### src/rtl/mpmac_mix.sv
// Multi-channel signed multiply-accumulate for the mixer: sums NCH sample x gain
// products per frame, then rescales, optionally rounds and saturates to one output sample.
module mpmac_mix #(
  parameter int MPCAND_W = 24,
  parameter int MPLIER_W = 16,
  parameter int NCH      = 4,
  parameter int FRAC_W   = 15,
  parameter int OUT_W    = 24,
  parameter int ROUND    = 1
) (
  input  logic                       clk,
  input  logic                       rst_ni,
  input  logic                       valid_i,
  input  logic                       sof_i,
  input  logic signed [MPCAND_W-1:0] mpcand_i,
  input  logic signed [MPLIER_W-1:0] mplier_i,
  output logic signed [OUT_W-1:0]    mprod_o,
  output logic                       valid_o,
  output logic                       sat_o,
  output logic                       err_o
);

  localparam int PROD_W = MPCAND_W + MPLIER_W;
  localparam int ACC_W  = PROD_W + $clog2(NCH) + 1;
  localparam int CNT_W  = (NCH > 1) ? $clog2(NCH) : 1;
  localparam logic [CNT_W-1:0] LAST_CH = CNT_W'(NCH - 1);
  localparam logic [ACC_W:0]   RND_K   =
    (ROUND != 0 && FRAC_W > 0) ? ((ACC_W+1)'(1) << (FRAC_W - 1)) : '0;

  // One guard bit above the accumulator so the rounding offset can never wrap.
  function automatic logic signed [ACC_W:0] round_shift(input logic signed [ACC_W-1:0] acc);
    logic signed [ACC_W:0] sum;
    sum = {acc[ACC_W-1], acc};
    sum = sum + $signed(RND_K);
    return sum >>> FRAC_W;
  endfunction

  // Returns {clipped, value}; in range when all bits above the output sign bit agree.
  function automatic logic [OUT_W:0] saturate(input logic signed [ACC_W:0] s);
    if ((&s[ACC_W:OUT_W-1]) || !(|s[ACC_W:OUT_W-1]))
      return {1'b0, s[OUT_W-1:0]};
    else if (s[ACC_W])
      return {1'b1, 1'b1, {(OUT_W-1){1'b0}}};
    else
      return {1'b1, 1'b0, {(OUT_W-1){1'b1}}};
  endfunction

  logic [CNT_W-1:0]           cnt;
  logic [CNT_W-1:0]           ch;
  logic                       vld_p0, first_p0, last_p0;
  logic                       vld_p1, first_p1, last_p1;
  logic                       vld_p2;
  logic signed [MPCAND_W-1:0] a_p0;
  logic signed [MPLIER_W-1:0] b_p0;
  logic signed [PROD_W-1:0]   prod_p1;
  logic signed [ACC_W-1:0]    prod_ext;
  logic signed [ACC_W-1:0]    acc_p2;

  assign ch       = sof_i ? '0 : cnt;
  assign prod_ext = {{(ACC_W-PROD_W){prod_p1[PROD_W-1]}}, prod_p1};

  // Stage p0: operand capture, channel tracking and abort detection.
  always_ff @(posedge clk or negedge rst_ni) begin
    if (!rst_ni) begin
      cnt      <= '0;
      vld_p0   <= 1'b0;
      first_p0 <= 1'b0;
      last_p0  <= 1'b0;
      err_o    <= 1'b0;
    end else begin
      vld_p0   <= valid_i;
      first_p0 <= valid_i && (ch == '0);
      last_p0  <= valid_i && (ch == LAST_CH);
      if (valid_i) begin
        cnt <= (ch == LAST_CH) ? '0 : ch + CNT_W'(1);
        if (sof_i && cnt != '0)
          err_o <= 1'b1;
      end
    end
  end

  always_ff @(posedge clk) begin
    if (valid_i) begin
      a_p0 <= mpcand_i;
      b_p0 <= mplier_i;
    end
  end

  // Stage p1: full-precision product.
  always_ff @(posedge clk or negedge rst_ni) begin
    if (!rst_ni) begin
      vld_p1   <= 1'b0;
      first_p1 <= 1'b0;
      last_p1  <= 1'b0;
    end else begin
      vld_p1   <= vld_p0;
      first_p1 <= first_p0;
      last_p1  <= last_p0;
    end
  end

  always_ff @(posedge clk) begin
    if (vld_p0)
      prod_p1 <= PROD_W'(a_p0) * PROD_W'(b_p0);
  end

  // Stage p2: accumulate; channel 0 restarts the sum, which also drops an aborted frame.
  always_ff @(posedge clk or negedge rst_ni) begin
    if (!rst_ni) begin
      acc_p2 <= '0;
      vld_p2 <= 1'b0;
    end else begin
      vld_p2 <= vld_p1 && last_p1;
      if (vld_p1)
        acc_p2 <= first_p1 ? prod_ext : acc_p2 + prod_ext;
    end
  end

  // Stage p3: rescale, round, saturate and hold the result until the next frame.
  always_ff @(posedge clk or negedge rst_ni) begin
    if (!rst_ni) begin
      mprod_o <= '0;
      sat_o   <= 1'b0;
      valid_o <= 1'b0;
    end else begin
      valid_o <= vld_p2;
      if (vld_p2)
        {sat_o, mprod_o} <= saturate(round_shift(acc_p2));
    end
  end

endmodule

### config.mk
export PLATFORM = sky130hd
export DESIGN_NAME = mpmac_mix
export DESIGN_NICKNAME = d
export VERILOG_FILES = /design/src/rtl/mpmac_mix.sv
export SDC_FILE = /design/constraint.sdc
export NUM_CORES = 1
export LEC_CHECK = 0
export ABC_AREA = 0
export CORE_ASPECT_RATIO = 1.2
export CORE_MARGIN = 2
export CORE_UTILIZATION = 47
export CTS_BUF_LIST = sky130_fd_sc_hd__clkbuf_4
export DETAILED_ROUTE_END_ITERATION = 8
export GPL_TIMING_DRIVEN = 0
export PLACE_DENSITY_LB_ADDON = 0.25
export SETUP_SLACK_MARGIN = 0.3
export SLEW_MARGIN = 20
export SYNTH_ARGS = -nofsm -noshare
export SYNTH_HDL_FRONTEND = slang
export SYNTH_SLANG_ARGS = --single-unit
### constraint.sdc
create_clock -name clk -period 8.3 [get_ports clk]
set_input_delay 1.66 -clock clk [delete_from_list [all_inputs] [get_ports clk]]
set_output_delay 1.66 -clock clk [all_outputs]
set_load 0.02 [all_outputs]
# [Word-level counts from Yosys, hierarchy flattened]
# Index checks and enable logic that the tools add are counted.
[totals] out_inout_bits=27 ff_bits=159 elab_cells=37 inputBits=44
[op_classes] reduce_logical=11 add_sub_neg=3 mux=5 eq_ne=1 n_mul=1
[ops] cell="$add 43x16->44 const B" count=1
[ops] cell="$add 43x40->43" count=1
[ops] cell="$mux 43" count=1
[ops] cell="$mul 24x16->40" count=1
[ops] cell="$mux 25" count=1
[ops] cell="$mux 24" count=1
[ops] cell="$reduce_and 6->1" count=1
[ops] cell="$reduce_or 6->1" count=1
[ops] cell="$logic_and 1x1->1" count=4
[ops] cell="$mux 2" count=2
[ops] cell="$add 2x1->2 const B" count=1
[ops] cell="$eq 2x2->1 const B" count=1
[ops] cell="$logic_not 2->1" count=1
[ops] cell="$reduce_and 2->1" count=1
[ops] cell="$reduce_bool 2->1" count=1
[ops] cell="$logic_not 1->1" count=1
[ops] cell="$logic_or 1x1->1" count=1

# [Depth between registers and ports, before layout]
# Gate-level depths: netlist of run 1.
[depth] ltp_word=5 ltp_mapped=25

# [Least setup slack after synthesis of run 1]
# No wires, ideal clock.
[synth_timing] path_type="register -> register" from="register b_p0[1]" to="register prod_p1[38], data pin" arrival_time_ns=5.983 path_slack_ns=2.060 period_less_slack_ns=6.240 stages_incl_launch_ff=24 t_required_ns=8.042 path_cell_list="edfxtp_1 clkbuf_1 and2_1 fa_1 inv_1 fa_1 inv_1 fa_1 fa_1 inv_1 fa_1 fa_1 inv_1 ha_1 buf_2 a211oi_1 o21bai_1 o31a_1 a211oi_2 o211ai_1 a311oi_1 o21bai_1 a21oi_1 xnor2_1"
[synth_via] elab_chain_cells=1
[synth_lines] item="start: declaration" line="54" text="logic signed [MPLIER_W-1:0] b_p0;"
[synth_lines] item="start signal: assignment" line="85" text="b_p0 <= mplier_i;"
[synth_lines] item="$mul 24x16->40" line="104" text="prod_p1 <= PROD_W'(a_p0) * PROD_W'(b_p0);"
[synth_lines] item="end signal: assignment" line="104"
[synth_lines] item="end: declaration" line="55" text="logic signed [PROD_W-1:0] prod_p1;"
# Every way passes these cells.
# A chain may end at the register's enable or synchronous reset.

# [Final worst setup path of run 1]
[layout_timing] from="register a_p0[9]" to="register prod_p1[39], data pin"
[layout_via] elab_chain_cells=1
[layout_lines] item="start: declaration" line="53" text="logic signed [MPCAND_W-1:0] a_p0;"
[layout_lines] item="start signal: assignment" line="84" text="a_p0 <= mpcand_i;"
[layout_lines] item="$mul 24x16->40" line="104"
# Every way passes these cells.

==> results.cfg, run 1 <==
[status]
status = completed

[floorplan]
ios = 71
rows = 88
die_width_microns = 204
fp.dieArea_sq_um = 49900
die_y_microns = 244
start_util = 0.473
core_sq_um = 47800

[timing]
drv_slew = 0
skew_ps = 44.5
worstMarginPinSlew_ps = 890
max_freq_ghz = 0.131
fin_crit_ps = 7650
setup_ws_ps = 653
min_period_over_period = 0.921
rsz0062_at_grt = no
setup_viol = 0
hold_viol = 0
max_slew_margin = 0.406
tns_ps = 0

[clock_tree]
clk_path_buf_depth = 2
cts-htree-levels = 4
path_clk_slew_ps = 150
clk_latency_ps = 690
cts.sinks = 159
numCtsBuffers = 17
cts.root.buffer_cell = clkbuf_4
tritoncts = yes

[route]
via_count = 16913
wire_per_inst_microns = 19.0
routed_wl_microns = 60000
ant_nets = 0
drc = 0
post_drt_via_cell_ratio = 5.34
drtIter0Drc = 1076
drt_pre_antenna_iters = 6

[worst_hold_path]
min_from = first_p0
worst_hold_path_type = register to register
hold_depth = 0

[logic_synthesis]
netlist_area_sq_um = 22600
synthArstFlopShare = 0.497
yosysWarnings = 0
ys_seq_area_frac = 0.194
synth_cell_types = 72
synth_edf_count = 80
ys_ff_latch = 159
synth_flop_cell = edfxtp_1
syn-mean-instance-area_sq_um = 9.32
syn_nets = 2989
synthCells = 2427

[grt]
grt_pass1_vias = 17977
grt_pass1_wl_microns = 96800
antenna_found_initial = 1
grt_usage = 0.254
grt_overflow = 0
grt_max_degree = 51

[worst_setup_path]
crit_cells = 21
crit_fanout = 10
max_stage_delay_ps = 650
critPathCaptureType = register
worstPathRequired_ps = 8710
cp.arrival_ps = 8060
slowest_stage = edfxtp_1
startpoint = a_p0[9]
startpoint_type = register
critical_path_class = register to register
r2r_cells = 21
critPathTopFamily = adder cells
cpMostUsedCell = fa_1
path_buf_inv = 4
path_cells = clkbuf_1, nand2_1, fa_1, fa_1, inv_1, fa_1, inv_1, fa_1, inv_1, fa_1, fa_1, ha_1, a21o_1, o2111a_1, o21ai_0, a21oi_1, nor4_1, o21ai_0, a41oi_1, a21oi_1, xnor2_1
rr_startpoint = a_p0[9]

[job]
drv_cap = 0

[placed_design]
dp.final_hpwl_microns = 49800
gp_congestion = 0.974
dp_slack_ps = 491
dp_cells = 3130
io_buffer_count = 70

[finish]
layout.cells.non_filler = 3166
area_growth_pct = 8.07
final.fill_count = 4451
nets = 3083
drive_gt1_frac = 0.0308
-- per-layer routing --
layer	track usage	routed length, microns
met3	0.0404	3330
met1	0.315	24600
met5	0	0
met2	0.446	29800
met4	0.0904	2270
-- worst register-to-register path, stage by stage (launching register included) --
cell	delay, ps
edfxtp_1	650
clkbuf_1	560
nand2_1	160
fa_1	520
fa_1	550
inv_1	50
fa_1	510
inv_1	70
fa_1	560
inv_1	80
fa_1	520
fa_1	460
ha_1	360
a21o_1	210
o2111a_1	250
o21ai_0	390
a21oi_1	130
nor4_1	410
o21ai_0	330
a41oi_1	350
a21oi_1	120
xnor2_1	160
-- cell usage in the layout, fill, tap and decap left out, types with 7 or more instances in the layout --
cell type        instances
nor3_1                   8
nor2b_1                 11
nor2_1                 131
inv_1                  497
ha_1                   143
o211ai_1                 9
a21oi_1                109
o22ai_1                 13
inv_6                    8
o21ai_0                 46
mux2i_1                 11
dfrtp_1                 78
xor2_1                  44
mux2_2                   7
nand2_1                273
edfxtp_1                80
clkdlybuf4s50_1         68
and2_1                 158
a21o_1                  52
o21a_1                  11
nand2b_1                20
and3_1                  26
nand4_1                 13
fa_1                   375
o22ai_2                 10
a31oi_1                 11
clkbuf_4                18
clkbuf_1                88
a211oi_1                13
xnor2_1                 54
nand3_1                 34
-- through the flow --
stage          cell area, sq um  utilization  hold slack (ps)
4_1_cts                   24400        0.511              372
2_1_floorplan             22600            -              331
6_report                  24400        0.512              369
3_3_place_gp              24100        0.505              338
3_5_place_dp              24200        0.506              338
5_1_grt                   24400        0.512              373
-- timing repair --
action / CTS / global route
buffers inserted: 0 / 2
resized for setup: 0 / 2
endpoints found under the hold margin: 0 / 0
endpoints found under the setup margin: 0 / 5
hold buffers: 0 / 0
-- final cells by class --
type | count | area [sq um] | share of cell area
Antenna cell | 2 | 5.00 | 0.000205
Buffer | 96 | 394 | 0.0161
Clock buffer | 18 | 135 | 0.00553
Clock inverter | 14 | 124 | 0.00507
Inverter | 498 | 1870 | 0.0766
Multi-Input combinational cell | 1674 | 16000 | 0.654
Sequential cell | 159 | 4380 | 0.179
Tap cell | 630 | 788 | 0.0322
Timing Repair Buffer | 75 | 768 | 0.0314
-- worst paths after layout --
check / to / slack (ps)
min in group asynchronous: acc_p2[12] / 1000
min: first_p1 / 370
min reg2reg: first_p1 / 370
max in group asynchronous: acc_p2[29] / 6680
max: prod_p1[39] / 650
max reg2reg: prod_p1[39] / 650
-- cell usage after synthesis, types with 13 or more instances --
| cell type | n | area share |
|---|---|---|
| inv_1 | 497 | 0.082 |
| fa_1 | 375 | 0.33 |
| nand2_1 | 273 | 0.045 |
| and2_1 | 158 | 0.044 |
| ha_1 | 143 | 0.079 |
| nor2_1 | 131 | 0.022 |
| a21oi_1 | 109 | 0.024 |
| clkbuf_1 | 88 | 0.015 |
| edfxtp_1 | 80 | 0.11 |
| dfrtp_1 | 79 | 0.087 |
| xnor2_1 | 54 | 0.021 |
| a21o_1 | 52 | 0.017 |
| o21ai_0 | 47 | 0.010 |
| xor2_1 | 44 | 0.017 |
| nand3_1 | 34 | 0.0075 |
| and3_1 | 26 | 0.0072 |
| nand2b_1 | 20 | 0.0055 |
| a211oi_1 | 13 | 0.0043 |
| nand4_1 | 13 | 0.0036 |
| o22ai_1 | 13 | 0.0036 |
-- registers in the layout (all words and copies together), names as in the netlist, 2 cells and up --
register,count
prod_p1,40
cnt,2
acc_p2,43
a_p0,24
b_p0,16
mprod_o,24
-- cell families after synthesis --
group	synth area share
AND/OR/NAND/NOR	0.152
buffers and inverters	0.100
adder cells (fa/ha/maj)	0.411
AO/OA/AOI/OAI	0.0972
flip-flops	0.194
XOR/XNOR	0.0379
multiplexers	0.00835
Power of run 1 is not shown: default switching activity piles up to over one toggle a cycle in this logic, so the estimate is an artifact.
==> run 2: changes to the inputs <==
- CORE_MARGIN: 2 -> default
==> run 2 against run 1 <==
Net effect:
- count of clock-buffer cells in the layout is 1 lower
- hold slack worse by 13 ps
- cell area is essentially flat
- fmax is 2.6% lower
- core utilization rose by 0.63 points
- final cell count down 0.32%
- register-to-register slack got worse by 210 ps
- non-clock buffer count is 2 lower
- first-iteration DRC count grew 26%
- routed wire length fell by 0.12%
==> results.cfg, run 2 (synthesized netlist as in run 1, its figures left out) <==
[worst_setup_path]
path_cells = clkinv_1, clkbuf_1, nor2_1, fa_1, fa_1, fa_1, fa_1, fa_1, inv_1, fa_1, inv_1, ha_1, a211oi_1, nand3_1, o21ai_0, a21oi_1, nor4_1, o21ai_0, a41oi_1, a21oi_1, xnor2_1
worstPathRequired_ps = 8730
r2r_cells = 21
critPathCaptureType = register
critPathTopFamily = adder cells
cpMostUsedCell = fa_1
slowest_stage = edfxtp_1
max_stage_delay_ps = 790
critical_path_class = register to register
startpoint_type = register
r2r_setup_slack_ps = 450
cp.arrival_ps = 8280
crit_fanout = 10
crit_cells = 21
path_buf_inv = 4

[finish]
top_register = acc_p2
final_util = 0.518
area_growth_pct = 8.16
largest_reg_flops = 43
final_area_sq_um = 24500
final_cell_mix = inv_1, fa_1, nand2_1
drive_gt1_frac = 0.0296
mostFrequentLayoutCell = inv_1
reg_top3 = acc_p2 (43), prod_p1 (40)
nets = 3081

[floorplan]
fp.dieArea_sq_um = 49000
rows = 87
die_y_microns = 242
core_sq_um = 47200
die_width_microns = 202
start_util = 0.479
ios = 71

[route]
via_count = 16951
ant_nets = 0
met3RoutedLength_microns = 3640
routed_wl_microns = 59900
wire_per_inst_microns = 19.0
wl_met2_microns = 28600
drc = 0
met1_length_microns = 24500
post_drt_via_cell_ratio = 5.37
drtIter0Drc = 1358
drt_pre_antenna_iters = 5
dr.max_layer_used = met4

[worst_hold_path]
hold_depth = 0
worst_hold_path_type = register to register

[grt]
antenna_found_initial = 1
grt_usage = 0.255
grt_max_degree = 59
grt_pass1_wl_microns = 96200
grt_pass1_vias = 17892
grt_overflow = 0

[clock_tree]
post_cts_buffers = 0
path_clk_slew_ps = 160
numCtsBuffers = 17
clk_latency_ps = 700
cts-htree-levels = 4
clk_path_buf_depth = 2
cts_resized = 0
postCtsHoldBufs = 0
cts.root.buffer_cell = clkbuf_4
cts.sinks = 159
tritoncts = yes

[timing]
hold_viol = 0
worstMarginPinSlew_ps = 906
tns_ps = 0
skew_ps = 43.5
fin_crit_ps = 7850
max_freq_ghz = 0.127
min_period_over_period = 0.946
drv_slew = 0
setup_viol = 0
max_slew_margin = 0.396
rsz0062_at_grt = no

[status]
status = completed

[placed_design]
dp.final_hpwl_microns = 49300
gp_congestion = 0.956
io_buffer_count = 70
place_area_sq_um = 24200

[job]
drv_cap = 0
run 2: cell types whose count changed in the layout (fill, tap and decap cells not counted), sizes merged, moves of 2 or more:
cell | previous run | this run
buf | 15 | 13
bufinv | 0 | 2
clkinv | 4 | 6
inv | 506 | 504
run 2: layer usage:
metal  vias up  track usage
li1       7770            -
met2       604        0.428
met3       158       0.0394
met5         -            0
met4         0        0.130
met1      8419        0.319
run 2: layout make-up:
cell class,instances,area (sq um)
inverter,498,1870
timing repair buffer,73,761
clock inverter,15,175
sequential,159,4380
antenna,1,2.50
buffer,96,394
clock buffer,17,128
multi-input combinational,1674,16000
tap,623,779
fill,4485,22800
run 2: worst paths after layout:
kind                          start           to
min in group asynchronous    rst_ni    acc_p2[7]
setup / recovery           b_p0[15]  prod_p1[39]
setup reg to reg           b_p0[15]  prod_p1[39]
max in group asynchronous    rst_ni  mprod_o[18]
hold / removal             first_p0     first_p1
hold reg to reg            first_p0     first_p1
run 2: metrics by stage:
stage                     cells  setup WS [ps]  hold WS (ps)
after detailed placement   3123            675           344
after global placement     3120            718           339
final                      3156            448           356
after CTS                  3155            674           355
after floorplan            2427           2060           331
after global routing       3156            357           392
Power of run 2 is left out for the same reason.
